[config.mk]
export PLATFORM = sky130hd
export DESIGN_NAME = pe_row_ctrl_flat
export DESIGN_NICKNAME = d
export VERILOG_FILES = /design/src/rtl/pe_row_ctrl_if.sv /design/src/rtl/pe_row_ctrl.sv /design/src/flat_wrapper.sv
export SDC_FILE = /design/constraint.sdc
export NUM_CORES = 1
export LEC_CHECK = 0
export ABC_AREA = 1
export CAP_MARGIN = 40
export CORE_MARGIN = 2
export CORE_UTILIZATION = 36
export CTS_BUF_LIST = sky130_fd_sc_hd__clkbuf_4
export DETAILED_ROUTE_END_ITERATION = 6
export PLACE_DENSITY_LB_ADDON = 0.25
export SYNTH_ARGS = -nofsm -noshare
export SYNTH_HDL_FRONTEND = slang
export SYNTH_SLANG_ARGS = --single-unit
[constraint.sdc]
create_clock -name clk -period 8.09 [get_ports clk]
set_input_delay 1.618 -clock clk [delete_from_list [all_inputs] [get_ports clk]]
set_output_delay 1.618 -clock clk [all_outputs]
set_load 0.01 [all_outputs]
[src/rtl/pe_row_ctrl_if.sv]
// Bundle of the configuration, run-control and status signals of one PE row
// controller. The controller attaches through the slave modport; whatever
// sequences the row (host or bench) attaches through the master modport.
interface pe_row_ctrl_if #(
    parameter int NUM_PE = 4,
    parameter int INST_W = 64
);
    localparam int NU = NUM_PE + 1;
    localparam int TW = $clog2(NUM_PE + 2);

    logic              cfg_valid;
    logic              cfg_ready;
    logic [TW-1:0]     cfg_target;
    logic [INST_W-1:0] cfg_inst;
    logic              start;
    logic [NU-1:0]     run_mask;
    logic [15:0]       run_len;
    logic              abort;
    logic [NU-1:0]     init_vec;
    logic [INST_W-1:0] pe_config;
    logic [NU-1:0]     run_vec;
    logic              busy;
    logic              done;
    logic              err;

    modport master (
        output cfg_valid, cfg_target, cfg_inst, start, run_mask, run_len, abort,
        input  cfg_ready, init_vec, pe_config, run_vec, busy, done, err
    );

    modport slave (
        input  cfg_valid, cfg_target, cfg_inst, start, run_mask, run_len, abort,
        output cfg_ready, init_vec, pe_config, run_vec, busy, done, err
    );
endinterface

[src/rtl/pe_row_ctrl.sv]
// PE row controller: queues configuration words in a small FIFO, drains them
// as one-hot init strobes while idle, then runs the row for a programmed
// number of cycles. Optional feature macro PE_ROW_CTRL_BROADCAST_EN makes
// target code NUM_PE+1 initialise every unit at once; without it that code
// is treated as an invalid target.
module pe_row_ctrl #(
    parameter int NUM_PE     = 4,
    parameter int INST_W     = 64,
    parameter int FIFO_DEPTH = 4
) (
    input  logic         clk,
    input  logic         rst,
    pe_row_ctrl_if.slave bus
);
    localparam int NU = NUM_PE + 1;
    localparam int TW = $clog2(NUM_PE + 2);
    localparam int AW = $clog2(FIFO_DEPTH);
    localparam int CW = AW + 1;

    typedef enum logic [1:0] {S_IDLE, S_RUN, S_DONE} state_t;

    logic [TW-1:0]     r_tgt_mem  [FIFO_DEPTH];
    logic [INST_W-1:0] r_inst_mem [FIFO_DEPTH];
    logic [AW-1:0]     r_wptr;
    logic [AW-1:0]     r_rptr;
    logic [CW-1:0]     r_count;

    state_t            r_state;
    logic              r_pend;
    logic [NU-1:0]     r_pend_mask;
    logic [15:0]       r_pend_len;
    logic [15:0]       r_cnt;

    logic [NU-1:0]     r_init_vec;
    logic [INST_W-1:0] r_pe_config;
    logic [NU-1:0]     r_run_vec;
    logic              r_done;
    logic              r_err;

    logic              w_full;
    logic              w_empty;
    logic              w_push;
    logic              w_pop;
    logic [NU-1:0]     w_pop_vec;
    logic              w_launch;
    logic [NU-1:0]     w_go_mask;
    logic [15:0]       w_go_len;

    // Map a target code to its init strobe pattern; all zeros marks an
    // invalid target. Unit k sits at bit NU-1-k (LSU is the MSB).
    function automatic logic [NU-1:0] f_target_vec(input logic [TW-1:0] tgt);
        logic [NU-1:0] v;
        v = '0;
        for (int k = 0; k < NU; k++) begin
            if (tgt == TW'(k)) v[NU-1-k] = 1'b1;
        end
`ifdef PE_ROW_CTRL_BROADCAST_EN
        if (tgt == TW'(NU)) v = '1;
`endif
        return v;
    endfunction

    assign w_full    = (r_count == CW'(FIFO_DEPTH));
    assign w_empty   = (r_count == '0);
    assign w_push    = bus.cfg_valid && !w_full;
    assign w_pop     = (r_state == S_IDLE) && !w_empty;
    assign w_pop_vec = f_target_vec(r_tgt_mem[r_rptr]);

    // A run starts from IDLE once the FIFO is drained: either a pending
    // request, or a fresh start arriving with nothing queued.
    assign w_launch  = (r_state == S_IDLE) && w_empty && (r_pend || bus.start);
    assign w_go_mask = r_pend ? r_pend_mask : bus.run_mask;
    assign w_go_len  = r_pend ? r_pend_len  : bus.run_len;

    assign bus.cfg_ready = !w_full;
    assign bus.busy      = (r_state != S_IDLE) || !w_empty || r_pend;
    assign bus.init_vec  = r_init_vec;
    assign bus.pe_config = r_pe_config;
    assign bus.run_vec   = r_run_vec;
    assign bus.done      = r_done;
    assign bus.err       = r_err;

    // FIFO storage; contents are meaningless until written, so no reset.
    always_ff @(posedge clk) begin
        if (w_push) begin
            r_tgt_mem[r_wptr]  <= bus.cfg_target;
            r_inst_mem[r_wptr] <= bus.cfg_inst;
        end
    end

    // FIFO pointers and occupancy; push and pop may happen in the same cycle.
    always_ff @(posedge clk or posedge rst) begin
        if (rst) begin
            r_wptr  <= '0;
            r_rptr  <= '0;
            r_count <= '0;
        end else begin
            if (w_push) r_wptr <= r_wptr + AW'(1);
            if (w_pop)  r_rptr <= r_rptr + AW'(1);
            r_count <= r_count + CW'(w_push) - CW'(w_pop);
        end
    end

    // Row sequencer with registered strobes, run enables and status.
    always_ff @(posedge clk or posedge rst) begin
        if (rst) begin
            r_state     <= S_IDLE;
            r_pend      <= 1'b0;
            r_pend_mask <= '0;
            r_pend_len  <= '0;
            r_cnt       <= '0;
            r_init_vec  <= '0;
            r_pe_config <= '0;
            r_run_vec   <= '0;
            r_done      <= 1'b0;
            r_err       <= 1'b0;
        end else begin
            r_done     <= 1'b0;
            r_init_vec <= '0;
            if (w_pop) begin
                r_init_vec  <= w_pop_vec;
                r_pe_config <= r_inst_mem[r_rptr];
                if (w_pop_vec == '0) r_err <= 1'b1;
            end
            case (r_state)
                S_IDLE: begin
                    if (w_launch) begin
                        r_pend <= 1'b0;
                        if (w_go_len == 16'd0) begin
                            r_state <= S_DONE;
                            r_done  <= 1'b1;
                        end else begin
                            r_state   <= S_RUN;
                            r_cnt     <= w_go_len;
                            r_run_vec <= w_go_mask;
                        end
                    end else if (bus.start && !r_pend) begin
                        r_pend      <= 1'b1;
                        r_pend_mask <= bus.run_mask;
                        r_pend_len  <= bus.run_len;
                    end
                end
                S_RUN: begin
                    r_cnt <= r_cnt - 16'd1;
                    if (bus.abort) begin
                        r_state   <= S_IDLE;
                        r_run_vec <= '0;
                    end else if (r_cnt == 16'd1) begin
                        r_state   <= S_DONE;
                        r_run_vec <= '0;
                        r_done    <= 1'b1;
                    end
                end
                S_DONE: begin
                    r_state <= S_IDLE;
                end
                default: begin
                    r_state   <= S_IDLE;
                    r_run_vec <= '0;
                end
            endcase
        end
    end
endmodule
[src/flat_wrapper.sv]
// flat-port wrapper written by rule: the top's interface ports become plain ports
module pe_row_ctrl_flat 
#(
    parameter int NUM_PE     = 4,
    parameter int INST_W     = 64,
    parameter int FIFO_DEPTH = 4
)
  (clk, rst, bus_cfg_valid, bus_cfg_target, bus_cfg_inst, bus_start, bus_run_mask, bus_run_len, bus_abort, bus_cfg_ready, bus_init_vec, bus_pe_config, bus_run_vec, bus_busy, bus_done, bus_err);
  pe_row_ctrl_if #(.NUM_PE(NUM_PE), .INST_W(INST_W)) bus_i ();
  input  logic clk;
  input  logic rst;
  input wire logic [$bits(bus_i.cfg_valid)-1:0] bus_cfg_valid;
  input wire logic [$bits(bus_i.cfg_target)-1:0] bus_cfg_target;
  input wire logic [$bits(bus_i.cfg_inst)-1:0] bus_cfg_inst;
  input wire logic [$bits(bus_i.start)-1:0] bus_start;
  input wire logic [$bits(bus_i.run_mask)-1:0] bus_run_mask;
  input wire logic [$bits(bus_i.run_len)-1:0] bus_run_len;
  input wire logic [$bits(bus_i.abort)-1:0] bus_abort;
  output wire logic [$bits(bus_i.cfg_ready)-1:0] bus_cfg_ready;
  output wire logic [$bits(bus_i.init_vec)-1:0] bus_init_vec;
  output wire logic [$bits(bus_i.pe_config)-1:0] bus_pe_config;
  output wire logic [$bits(bus_i.run_vec)-1:0] bus_run_vec;
  output wire logic [$bits(bus_i.busy)-1:0] bus_busy;
  output wire logic [$bits(bus_i.done)-1:0] bus_done;
  output wire logic [$bits(bus_i.err)-1:0] bus_err;
  assign bus_i.cfg_valid = bus_cfg_valid;
  assign bus_i.cfg_target = bus_cfg_target;
  assign bus_i.cfg_inst = bus_cfg_inst;
  assign bus_i.start = bus_start;
  assign bus_i.run_mask = bus_run_mask;
  assign bus_i.run_len = bus_run_len;
  assign bus_i.abort = bus_abort;
  assign bus_cfg_ready = bus_i.cfg_ready;
  assign bus_init_vec = bus_i.init_vec;
  assign bus_pe_config = bus_i.pe_config;
  assign bus_run_vec = bus_i.run_vec;
  assign bus_busy = bus_i.busy;
  assign bus_done = bus_i.done;
  assign bus_err = bus_i.err;
  pe_row_ctrl #(.NUM_PE(NUM_PE), .INST_W(INST_W), .FIFO_DEPTH(FIFO_DEPTH)) u_core (.clk(clk), .rst(rst), .bus(bus_i));
endmodule
==> results of run 1 <==
## flip-flops by register name (all words and copies together), names as in the netlist
register,count
u_core.r_inst_mem,256
u_core.bus.pe_config,64
u_core.r_cnt,16
u_core.r_pend_len,16
u_core.r_tgt_mem,12
u_core.bus.init_vec,5
u_core.bus.run_vec,5
u_core.r_pend_mask,5
u_core.r_count,3
u_core.r_rptr,2
u_core.r_state,2
u_core.r_wptr,2
u_core.bus.done,1
u_core.bus.err,1
u_core.r_pend,1
## power groups by stage
stage	combinational [mW]	clock [mW]	sequential (mW)
4_1_cts	2.83	1.84	3.10
5_1_grt	3.15	1.94	3.15
2_1_floorplan	1.76	0	3.10
3_3_place_gp	2.73	0	3.13
6_report	2.78	1.77	3.09
3_5_place_dp	2.82	0	3.13
## worst max-delay path: stages, from the launching register on
cell             delay [ps]
dfrtp_1                 850
inv_2                   360
nand2_1                 180
clkdlybuf4s50_1         550
## synthesized netlist by cell type
master	n
buf_4	1
dfrtp_1	123
nand3_4	2
a32oi_1	2
edfxtp_1	268
xor2_1	3
nand2_1	184
xnor2_1	2
buf_6	4
a31oi_1	66
buf_1	13
inv_2	3
inv_1	49
clkbuf_1	34
nand2_4	1
buf_2	19
ha_1	8
nor2_2	2
nand3_1	30
fa_1	1
o21ai_0	163
nor3_1	4
a21oi_1	13
o21ai_1	1
mux2_2	8
nand3b_1	1
nor2_1	376
clkinv_1	1
a32o_1	1
nor2_4	2
or2_2	1
## logic make-up after synthesis
group | Yosys count | synth area share (%)
DFF | 391 | 71.3
and+or+nand+nor | 603 | 15.2
AOI/OAI and AO/OA | 246 | 8.50
buffers and inverters | 124 | 3.35
adders and majority gates | 9 | 0.770
muxes | 8 | 0.578
xor gates and xnor gates | 5 | 0.281
## final cells by class
cell class | instances | area [µm²] | share of cell area, %
antenna | 2 | 5.00 | 0.0258
clock buffer | 156 | 1170 | 6.04
clock inverter | 35 | 226 | 1.17
inverter | 53 | 208 | 1.07
multi-input combinational | 871 | 3980 | 20.5
sequential | 391 | 11100 | 57.4
tap | 585 | 732 | 3.78
timing repair buffer | 186 | 1930 | 9.98
## how the worst max path moves through the flow
stage / from / to / slack (ps) / depth (start not counted)
2_1_floorplan: bus_cfg_valid / u_core.r_inst_mem[0][0]$_DFFE_PP_ / 3040 / 2
3_3_place_gp: bus_cfg_valid / u_core.r_inst_mem[1][16]$_DFFE_PP_ / 4190 / 4
3_5_place_dp: bus_cfg_valid / u_core.r_inst_mem[3][16]$_DFFE_PP_ / 4380 / 5
4_1_cts: u_core.r_pend$_DFFE_PP0P_ / bus_busy / 3690 / 3
5_1_grt: u_core.r_pend$_DFFE_PP0P_ / bus_busy / 3590 / 3
6_report: u_core.r_pend$_DFFE_PP0P_ / bus_busy / 3770 / 3
## metal layers
metal  up-vias  wire, µm  GRT usage, %
met5         -        69             0
met3        64      2450          4.80
met4        10       613          5.83
li1       5248         -             -
met1      5212     16700          21.8
met2       317     18100          28.0
==> out/metrics.csv, run 1 <==
stage,metric,value,unit
global_route,grt ovf,0,
clocking,CTS max path bufs,3,
route,Pre-antenna DRT Iters,7,
route,Total Routed Length,38.0,mm
clocking,H-tree depth reported by CTS,3,
yosys,synthesized cell area,0.0156,mm²
power_and_ir_drop,Switching Fraction,37.3,%
power_and_ir_drop,Reg power frac,40.5,%
clocking,clk slew on worst S/H paths,60,ps
finish,Nets,1709,
route,via count,10900,
clocking,number of gates resized after cts,0,
worst_setup_path,r2r worst-path depth,6,
placement,pre-CTS setup slack,4380,ps
yosys,"Avg Cell Area, Syn",11.3,µm²
sta,final-report hold violation count,0,
power_and_ir_drop,part of the power in combinational logic,36.3,%
floorplanning,Die Span Y,212,µm
yosys,Mapped Nets,1488,
route,initial DRC count,734,
sta,maximum clock frequency,231,MHz
sta,fin crit period,4320,ps
finish,filler cell count,4007,
hold_path,HP Start,u_core.bus.run_vec[4]$_DFFE_PP0P_,
sta,Slew @ Worst Pin,864,ps
worst_setup_path,Crit Path Max Fanout,26,
yosys,Area contributors post-synth,"edfxtp_1 (52%), dfrtp_1 (20%), nor2_1 (9.0%)",
worst_setup_path,worst path required time,6470,ps
sta,final setup violation count,0,
sta,setup TNS,0,ps
power_and_ir_drop,Pint,4.79,mW
yosys,Synth area leader,edfxtp_1,
worst_setup_path,Startpoint Class,register,
worst_setup_path,Critical R2R Capture,u_core.bus.init_vec[1]$_DFF_PP0_,
finish,"most common cell after layout, fill and taps aside",nor2_1,
yosys,cells after synthesis,1386,
hold_path,Hold Crit Depth,2,
sta,skew final,43.8,ps
yosys,post-synth top area share,51.6,%
floorplanning,IO Pins,171,
flow_run,Max Cap Violations,0,
placement,PortBufs,170,
floorplanning,die area,0.0450,mm²
finish,Syn-to-layout area delta,24.3,%
floorplanning,Die Wd,212,µm
floorplanning,num rows,76,
yosys,"flops & latches, synth",391,
clocking,CTS tree,built,
sta,Slew Limit Fails,0,
finish,"commonest non-fill, non-tap cells in the layout","nor2_1 (372), edfxtp_1 (268), nand2_1 (184), clkdlybuf4s50_1 (170), o21ai_0 (163)",
power_and_ir_drop,switching pwr,2.85,mW
finish,cell area after layout,0.0194,mm²
clocking,"Clk Latency, worst-skew pair",760,ps
sta,max_slew headroom,42.4,%
global_route,first-pass GRT wire length,58.5,mm
placement,hpwl dp,22.8,mm
sta,unrepaired setup endpoints after global routing,false,
worst_setup_path,R2R setup slack,4990,ps
global_route,initial antenna violation count,6,
power_and_ir_drop,Clk network pwr share,23.2,%
placement,GP Congestion,0.825,
power_and_ir_drop,Pleak,7.42,nW
floorplanning,Initial Utilization,36.4,%
route,DR WL/cell,16.7,µm
clocking,clock sink total,391,
global_route,largest net degree at the start of global routing,81,
hold_path,WHS Endpoint,u_core.bus.run_vec[4]$_DFFE_PP0P_,
route,vias per cell,4.76,
route,Antenna Nets Post-Route,0,
run_status,status,"complete, no violations",
sta,post-route setup slack,3770,ps
power_and_ir_drop,peak supply drop,0.207,mV
hold_path,Tightest Hold Check Type,register to register,
placement,dpl cell area,0.0180,mm²
worst_setup_path,CP Class,register to primary output,
sta,Hold WS,483,ps
clocking,hold_buf cts,0,
yosys,Yosys cell types,31,
finish,Finished Core Util,45.2,%
finish,Final Non-Filler Cells,2279,
sta,Final Cycle Share,53.4,%
yosys,Yosys warning count,0,
global_route,vias in the first global route,10700,
power_and_ir_drop,Pwr Density,394,mW/mm²
floorplanning,core outline area,0.0429,mm²
worst_setup_path,crit path DAT,2700,ps
clocking,postcts setup bufs,0,
global_route,GRT Util Overall,17.1,%
clocking,clk root buf,clkbuf_4,
yosys,post-synthesis sequential area ratio,71.3,%
worst_setup_path,reg2reg start,u_core.r_state[0]$_DFFE_PP0P_,
finish,share of post-route cells with drive strength above 1,12.5,%
route,DRC violations left,0,
power_and_ir_drop,total power,7.64,mW
placement,Placed Instances,2086,
worst_setup_path,crit end category,primary output,
clocking,Num CTS Buffers,104,
No activity file was read; power rests on OpenSTA's default activity.
==> run 2, diff against run 1 <==
==> constraint.sdc (replaced) <==
create_clock -name clk -period 4.3 [get_ports clk]
set_input_delay 0.86 -clock clk [delete_from_list [all_inputs] [get_ports clk]]
set_output_delay 0.86 -clock clk [all_outputs]
set_load 0.01 [all_outputs]
==> run 2 against run 1 <==
  * Hold slack got worse by 12 ps
  * Final area fell by 0.43%
  * Clock skew rose by 12 ps
  * Largest power group unchanged
  * Setup slack got worse by 2700 ps
  * Critical path type unchanged
==> out/metrics.csv, run 2 (synthesized netlist as in run 1, its figures left out) <==
stage,metric,value,unit,change
sta,final setup violation count,0,,unchanged
sta,fin crit period,3240,ps,
finish,filler cell count,3990,,-0.42%
power_and_ir_drop,Pwr Density,742,mW/mm²,+88%
sta,post-route setup slack,1060,ps,-2700 ps
clocking,clk root buf,clkbuf_4,,
worst_setup_path,Startpoint Class,register,,
clocking,number of gates resized after cts,0,,unchanged
worst_setup_path,CP Cell Sequence,"nor2_4, nand3_1, inv_1, nand2_1, clkdlybuf4s50_1",,
sta,Final Cycle Share,75.3,%,
global_route,largest net degree at the start of global routing,77,,-4.9%
floorplanning,Die Span Y,212,µm,unchanged
route,vias per cell,4.74,,-0.36%
finish,"commonest non-fill, non-tap cells in the layout","nor2_1 (372), edfxtp_1 (268), nand2_1 (184), clkdlybuf4s50_1 (170), o21ai_0 (163)",,
power_and_ir_drop,part of the power in combinational logic,36.7,%,+0.4 points
finish,number of flip-flops under the largest register name,256,,unchanged
placement,pre-CTS setup slack,1240,ps,-3140 ps
route,DR WL/cell,16.9,µm,+1.2%
worst_setup_path,CP max-delay cell,clkdlybuf4s50_1,,
worst_setup_path,largest delay contributor family on the critical path,buffers and inverters,,
sta,unrepaired setup endpoints after global routing,false,,
clocking,"Clk Latency, worst-skew pair",780,ps,+20 ps
sta,skew final,55.4,ps,+11.6 ps
finish,cell area after layout,0.0193,mm²,-0.43%
finish,Syn-to-layout area delta,23.8,%,
placement,hpwl dp,22.5,mm,-1.2%
placement,GP Congestion,0.830,,+0.61%
finish,Top reg by flops,u_core.r_inst_mem,,
clocking,postcts setup bufs,0,,unchanged
flow_run,Max Cap Violations,0,,unchanged
clocking,Num CTS Buffers,100,,-3.8%
clocking,clk slew on worst S/H paths,70,ps,about the same
finish,Nets,1705,,-0.23%
global_route,GRT Util Overall,17.4,%,+0.28 points
floorplanning,num rows,76,,unchanged
route,Antenna Nets Post-Route,0,,unchanged
power_and_ir_drop,Switching Fraction,37.5,%,+0.22 points
floorplanning,Initial Utilization,36.4,%,unchanged
clocking,H-tree depth reported by CTS,3,,unchanged
global_route,initial antenna violation count,9,,+3
sta,max_slew headroom,41.0,%,-1.4 points
sta,Slew Limit Fails,0,,unchanged
route,Pre-antenna DRT Iters,5,,-2
run_status,status,"complete, no violations",,
route,DRC violations left,0,,unchanged
power_and_ir_drop,Pleak,7.37,nW,-0.62%
worst_setup_path,CP Class,register to primary output,,
route,Total Routed Length,38.4,mm,+0.99%
placement,dpl cell area,0.0179,mm²,-0.21%
worst_setup_path,crit end category,primary output,,
sta,maximum clock frequency,309,MHz,
clocking,hold_buf cts,0,,unchanged
power_and_ir_drop,switching pwr,5.38,mW,+89%
sta,Slew @ Worst Pin,885,ps,+20.4 ps
clocking,CTS tree,built,,
sta,Hold WS,471,ps,-11.9 ps
finish,"most common cell after layout, fill and taps aside",nor2_1,,
power_and_ir_drop,Pint,8.95,mW,+87%
power_and_ir_drop,peak supply drop,0.353,mV,+71%
power_and_ir_drop,Clk network pwr share,22.8,%,-0.4 points
global_route,grt ovf,0,,unchanged
route,initial DRC count,804,,+9.5%
route,via count,10800,,-0.53%
floorplanning,IO Pins,171,,unchanged
worst_setup_path,Crit path buffers/inverters,2,,unchanged
power_and_ir_drop,Reg power frac,40.5,%,about the same
worst_setup_path,worst path required time,3440,ps,-3030 ps
placement,PortBufs,170,,unchanged
floorplanning,core outline area,0.0429,mm²,unchanged
worst_setup_path,"slowest stage delay, CP",490,ps,-360 ps
floorplanning,Die Wd,212,µm,unchanged
global_route,vias in the first global route,10900,,+1.9%
global_route,first-pass GRT wire length,60.0,mm,+2.6%
sta,setup TNS,0,ps,unchanged
finish,share of post-route cells with drive strength above 1,12.3,%,-0.24 points
floorplanning,die area,0.0450,mm²,unchanged
clocking,CTS max path bufs,3,,unchanged
worst_setup_path,Crit Path Max Fanout,10,,-62%
clocking,clock sink total,391,,unchanged
worst_setup_path,crit path DAT,2380,ps,-320 ps
sta,final-report hold violation count,0,,unchanged
hold_path,Tightest Hold Check Type,register to register,,
-- run 2: power groups by stage --
stage | combinational (mW) | sequential, mW | clock (mW)
after CTS | 5.33 | 5.82 | 3.38
after global routing | 5.92 | 5.92 | 3.59
final | 5.26 | 5.80 | 3.27
after detailed placement | 5.31 | 5.88 | 0
after global placement | 5.22 | 5.86 | 0
after floorplan | 3.32 | 5.82 | 0
-- run 2: worst paths after layout --
check                                                  start                              endpoint  slack, ps  depth (start not counted)
max                            u_core.r_state[0]$_DFFE_PP0P_                              bus_busy       1060                          5
min                        u_core.bus.run_vec[4]$_DFFE_PP0P_     u_core.bus.run_vec[4]$_DFFE_PP0P_        470                          2
max reg2reg                    u_core.r_state[0]$_DFFE_PP0P_  u_core.bus.pe_config[23]$_DFFE_PP0P_       1460                          7
min reg2reg                u_core.bus.run_vec[4]$_DFFE_PP0P_     u_core.bus.run_vec[4]$_DFFE_PP0P_        470                          2
max in group asynchronous                                rst  u_core.bus.pe_config[53]$_DFFE_PP0P_       2840                          3
min in group asynchronous                                rst           u_core.r_cnt[2]$_DFFE_PP0P_        630                          2
-- run 2: area by class of cell --
| class | count | area, µm² | share of cell area, % |
|---|---|---|---|
| Sequential cell | 391 | 11100 | 57.7 |
| Timing Repair Buffer | 186 | 1900 | 9.83 |
| Multi-Input combinational cell | 871 | 3980 | 20.6 |
| Clock inverter | 26 | 158 | 0.817 |
| Clock buffer | 158 | 1190 | 6.15 |
| Inverter | 53 | 208 | 1.08 |
| Tap cell | 585 | 732 | 3.79 |
| Antenna cell | 5 | 12.5 | 0.0648 |
-- run 2: metrics by stage --
stage	power, mW	std cells	util [%]
after floorplan	9.14	1386	-
after global placement	11.1	2085	41.8
after detailed placement	11.2	2086	41.8
after CTS	14.5	2270	45.0
after global routing	15.4	2274	45.0
final	14.3	2275	45.0
-- run 2: layer usage --
metal / GRT usage (%) / routed length [µm] / part of all wire [%]
met1: 22.7 / 17000 / 44
met2: 27.5 / 17900 / 47
met3: 5.18 / 2620 / 6.8
met4: 6.00 / 699 / 1.8
met5: 0 / 78 / 0.20
-- run 2: tightest hold or removal path: cells and delay by family, from the launching register on --
family	cells	cell delay, ps
flops	1	340
simple gates	2	90
